[config.mk]
export PLATFORM = sky130hd
export DESIGN_NAME = cpu_ctrl_seq
export DESIGN_NICKNAME = d
export VERILOG_FILES = /design/src/rtl/cpu_ctrl_seq.sv
export SDC_FILE = /design/constraint.sdc
export NUM_CORES = 1
export LEC_CHECK = 0
export CAP_MARGIN = 5
export CORE_MARGIN = 2
export CORE_UTILIZATION = 52
export DETAILED_ROUTE_END_ITERATION = 12
export PLACE_DENSITY = 0.85
export SYNTH_ARGS = -nofsm -noshare
export SYNTH_HDL_FRONTEND = slang
export SYNTH_SLANG_ARGS = --single-unit
[constraint.sdc]
create_clock -name clk -period 8 [get_ports clk]
set_input_delay 1.6 -clock clk [delete_from_list [all_inputs] [get_ports clk]]
set_output_delay 1.6 -clock clk [all_outputs]
set_load 0.005 [all_outputs]
[src/rtl/cpu_ctrl_seq.sv]
// Multi-cycle instruction sequencer with an 8-bit ALU, driving an 8x8 register file.
// Sequence per instruction: FETCH -> DECODE -> EXECUTE -> WRITEBACK (NOP/illegal skip to FETCH).
module cpu_ctrl_seq #(
   parameter int                  PC_WIDTH = 8,
   parameter logic [PC_WIDTH-1:0] RESET_PC = '0
) (
   input  logic                clk,
   input  logic                reset,
   input  logic                Start,
   output logic                InstrReq,
   output logic [PC_WIDTH-1:0] InstrAdrs,
   input  logic [15:0]         InstrData,
   input  logic                InstrValid,
   output logic [2:0]          RdAdrsA,
   output logic [2:0]          RdAdrsB,
   input  logic [7:0]          RdDataA,
   input  logic [7:0]          RdDataB,
   output logic                LdReg,
   output logic [2:0]          WtAdrs,
   output logic [7:0]          WtData,
   output logic                Zero,
   output logic                Carry,
   output logic                Busy,
   output logic                Halted,
   output logic [2:0]          stateDbg
);

   typedef enum logic [2:0] {
      IDLE      = 3'd0,
      FETCH     = 3'd1,
      DECODE    = 3'd2,
      EXECUTE   = 3'd3,
      WRITEBACK = 3'd4,
      HALTED    = 3'd5
   } state_t;

   state_t              state;
   logic [PC_WIDTH-1:0] pc;
   logic [15:0]         ir;
   logic [7:0]          result;
   logic                zeroFlag;
   logic                carryFlag;

   logic [3:0] op;
   logic [8:0] aluRes;
   logic       setFlags;
   logic       isSkip;

   assign op = ir[15:12];
   // Opcodes 0 and B..E fall straight back to FETCH without touching registers or flags.
   assign isSkip = (op == 4'h0) || ((op > 4'hA) && (op != 4'hF));

   // aluRes[8] carries the carry, borrow or shifted-out bit.
   always_comb begin
      aluRes   = 9'd0;
      setFlags = 1'b0;
      case (op)
         4'h1: begin aluRes = {1'b0, RdDataA} + {1'b0, RdDataB}; setFlags = 1'b1; end
         4'h2: begin aluRes = {1'b0, RdDataA} - {1'b0, RdDataB}; setFlags = 1'b1; end
         4'h3: begin aluRes = {1'b0, RdDataA & RdDataB};         setFlags = 1'b1; end
         4'h4: begin aluRes = {1'b0, RdDataA | RdDataB};         setFlags = 1'b1; end
         4'h5: begin aluRes = {1'b0, RdDataA ^ RdDataB};         setFlags = 1'b1; end
         4'h6: begin aluRes = {1'b0, ~RdDataA};                  setFlags = 1'b1; end
         4'h7: aluRes = {1'b0, RdDataA};
         4'h8: aluRes = {1'b0, ir[7:0]};
         4'h9: begin aluRes = {RdDataA, 1'b0};                   setFlags = 1'b1; end
         4'hA: begin aluRes = {RdDataA[0], 1'b0, RdDataA[7:1]};  setFlags = 1'b1; end
         default: aluRes = 9'd0;
      endcase
   end

   // Fetch handshake: InstrReq is held while in FETCH; the word is taken on the first
   // rising edge where InstrValid=1, and InstrValid is ignored in every other state.
   always_ff @(posedge clk or posedge reset) begin
      if (reset) begin
         state     <= IDLE;
         pc        <= RESET_PC;
         ir        <= 16'd0;
         result    <= 8'd0;
         zeroFlag  <= 1'b0;
         carryFlag <= 1'b0;
      end else begin
         case (state)
            IDLE: if (Start) state <= FETCH;
            FETCH: begin
               if (InstrValid) begin
                  ir    <= InstrData;
                  state <= DECODE;
               end
            end
            DECODE: begin
               if (op == 4'hF) begin
                  state <= HALTED;
               end else if (isSkip) begin
                  pc    <= pc + PC_WIDTH'(1);
                  state <= FETCH;
               end else begin
                  state <= EXECUTE;
               end
            end
            EXECUTE: begin
               result <= aluRes[7:0];
               if (setFlags) begin
                  zeroFlag  <= (aluRes[7:0] == 8'd0);
                  carryFlag <= aluRes[8];
               end
               state <= WRITEBACK;
            end
            WRITEBACK: begin
               pc    <= pc + PC_WIDTH'(1);
               state <= FETCH;
            end
            HALTED: state <= HALTED;
            default: state <= IDLE;
         endcase
      end
   end

   assign InstrReq  = (state == FETCH);
   assign InstrAdrs = pc;
   assign RdAdrsA   = ir[8:6];
   assign RdAdrsB   = ir[5:3];
   assign WtAdrs    = ir[11:9];
   assign LdReg     = (state == WRITEBACK);
   assign WtData    = result;
   assign Zero      = zeroFlag;
   assign Carry     = carryFlag;
   assign Busy      = (state == FETCH) || (state == DECODE) || (state == EXECUTE) || (state == WRITEBACK);
   assign Halted    = (state == HALTED);
   assign stateDbg  = state;

endmodule

==> results.yml <==
synth:
  syn-num-nets: 404
  synthMuxAreaShare: 0.0799
  yosys.area.top_type_share: 0.303
  synthMostInstantiatedCell: "dfrtp_1"
  synthTopCellsByCount: "dfrtp_1 (37), nand2_1 (29), ha_1 (26), o21ai_0 (22), inv_1 (21)"
  syn_area_um2: 3060
  synth-edff-count: 0
  synth_largest_area_cell: "dfrtp_1"
  yosys_warnings: 0
  synthAdderAreaFrac: 0.113
  synth-seq-cells: 37
  synth_cell_types: 59
  ys_async_sr_fraction: 1.00
  synth_xor_area_frac: 0.0573
  yosysSeqAreaShare: 0.303
  synth-main-ff-cell: "dfrtp_1"
  synth_area_leaders: "dfrtp_1 (30%), ha_1 (11%), mux2_2 (7.0%), xnor2_1 (4.0%), o21ai_0 (3.6%)"
  synth-compound-area-share: 0.197
  avgSynthCellArea_um2: 8.96
  synthCells: 341
  synth_top_family_by_area: "compound AO/OA/AOI/OAI gates"
  post_synth_and_or_nand_nor_area_fraction: 0.163
cts:
  max-clock-path-buffers: 2
  cts_root_buf: "clkbuf_8"
  cts_hold_buf: 0
  tritoncts: "yes"
  cts_setup_buffers: 0
  cts_resized: 0
  clkLatencyLatePin_ps: 290
  cts_buffers: 5
  clock-sinks: 37
  htreeDepth: 2
  path_clk_slew_ps: 70
power:
  p_leak_nw: 1.61
  p_per_area_nw_per_um2: 345
  power_mw: 1.30
  peakVddDrop_mv: 0.281
final_layout:
  stdcell_count: 464
  final_util: 0.676
  area_delta_synth_final_pct: 23.3
  drive_gt1_frac: 0.0918
  diodes: 0
  nNetsFinal: 454
  final_area_um2: 3770
drt:
  firstDrtPassIters: 5
  wl_um: 7690
  wl_per_cell_um: 16.6
  drt_iter0_markers: 193
  viasPerCell: 5.99
  num_vias: 2778
  drc: 0
  ant_nets: 0
timing:
  worst_slack_ps: 3700
  finalSetupViolCount: 0
  max_freq_ghz: 0.232
  final_max_slew_viol_count: 0
  finalCritPeriodShare: 0.538
  final.setup.tns_ps: 0
  skew_ps: 2.96
  relSlewSlack: 0.318
  worst_slew_pin_slew_ps: 1020
  whs_ps: 480
  rsz0062_at_grt: "false"
  fin_crit_ps: 4300
  hold_viol: 0
setup_path:
  end_kind: "register"
  worstSetupStartpointType: "primary input"
  critPathArrivalTime_ps: 4540
  worstPathMaxFanout: 5
  critPathKind: "in -> reg"
  worstPathRequired_ps: 8230
global_route:
  grt_max_degree: 38
  grt_pass1_vias: 2620
  gr-total-overflow: 0
  grtUsageTotal: 0.247
  grt_pass1_wl_um: 12500
  antenna_found_initial: 0
die:
  start_util: 0.548
  ios: 70
  fp.dieW_um: 80.7
  dieArea_um2: 6510
  rows: 27
  die_y_um: 80.7
  core_area_um2: 5570
placed_design:
  dp_hpwl_um: 5810
  portBuffers: 69
  gp_congestion: 0.982
  dp_cells: 456
  dp_slack_ps: 3400
  dpl-instance-area_um2: 3670
run_status:
  outcome: "finished clean"
hold_path:
  worstHoldPathType: "reg -> reg"
flow_run:
  drv_cap: 0
==> path summary, 6_finish.rpt <==
kind	from	endpoint	slack (ps)	cells after the start
worst max register to register	ir[13]$_DFFE_PP0P_	Zero$_DFFE_PP0P_	4110	13
worst min register to register	InstrAdrs[7]$_DFFE_PP0P_	InstrAdrs[7]$_DFFE_PP0P_	480	1
worst min-delay path	InstrAdrs[7]$_DFFE_PP0P_	InstrAdrs[7]$_DFFE_PP0P_	480	1
min in group asynchronous	reset	stateDbg[0]$_DFFE_PP0P_	1740	3
worst max-delay path	RdDataB[0]	Zero$_DFFE_PP0P_	3700	13
max in group asynchronous	reset	WtData[0]$_DFFE_PP0P_	5920	3
==> worst max-delay path: stages <==
cell	delay (ps)
clkdlybuf4s50_1	550
inv_1	90
ha_1	240
nor2_1	160
xnor2_1	140
ha_1	300
o21a_1	200
o31a_1	120
o31a_1	280
a31o_1	240
xor2_1	140
a211oi_1	280
a32o_2	210
==> power breakdown <==
part	internal, mW	leakage [nW]	switching (mW)
sequential	0.269	0.461	0.127
clock	0.0779	0.0542	0.0669
combinational	0.399	1.10	0.361
==> state kept, by name, summed over array words and instances, names as in the netlist <==
| name | cells |
|---|---|
| ir | 16 |
| InstrAdrs | 8 |
| WtData | 8 |
| stateDbg | 3 |
| Carry | 1 |
| Zero | 1 |
==> cell families after synthesis <==
kind of cell / count (synthesis)
adder cells (fa/ha/maj): 27
flip-flops: 37
XOR/XNOR: 20
AND/OR/NAND/NOR: 96
buffers and inverters: 50
AO/OA/AOI/OAI: 89
multiplexers: 22
==> cell type report <==
| class | instances | area (µm²) |
|---|---|---|
| tap | 72 | 90.1 |
| multi-input combinational | 254 | 1870 |
| timing repair buffer | 70 | 698 |
| fill | 457 | 1810 |
| clock inverter | 1 | 5.00 |
| clock buffer | 7 | 96.3 |
| sequential | 37 | 926 |
| inverter | 23 | 86.3 |
==> cell usage in the layout, fill, tap and decap left out, types with 3 or more instances in the layout <==
cell type and n:
clkdlybuf4s50_1 69, dfrtp_1 37, nand2_1 29, ha_1 26, o21ai_0 22, inv_1 21, mux2_2 19, nor2_1 16
xnor2_1 14, a21oi_1 13, nor2b_1 9, a22oi_1 8, nand3_1 7, clkbuf_8 7, xor2_1 6, nor3_1 6
nand4_1 5, o22ai_1 5, a21o_1 5, nand3b_1 4, o31ai_1 4, a31oi_1 4, and2_1 3, nand2b_1 3
a311oi_1 3, o2111ai_1 3, mux2i_1 3
==> metal layers <==
layer / track usage / vias to the layer above / part of all wire
met5: 0 / - / 0
li1: - / 1317 / -
met1: 0.321 / 1324 / 0.43
met3: 0.0337 / 14 / 0.082
met4: 0.0746 / 0 / 0.015
met2: 0.425 / 123 / 0.48
Power figures use the tool's default switching activity.
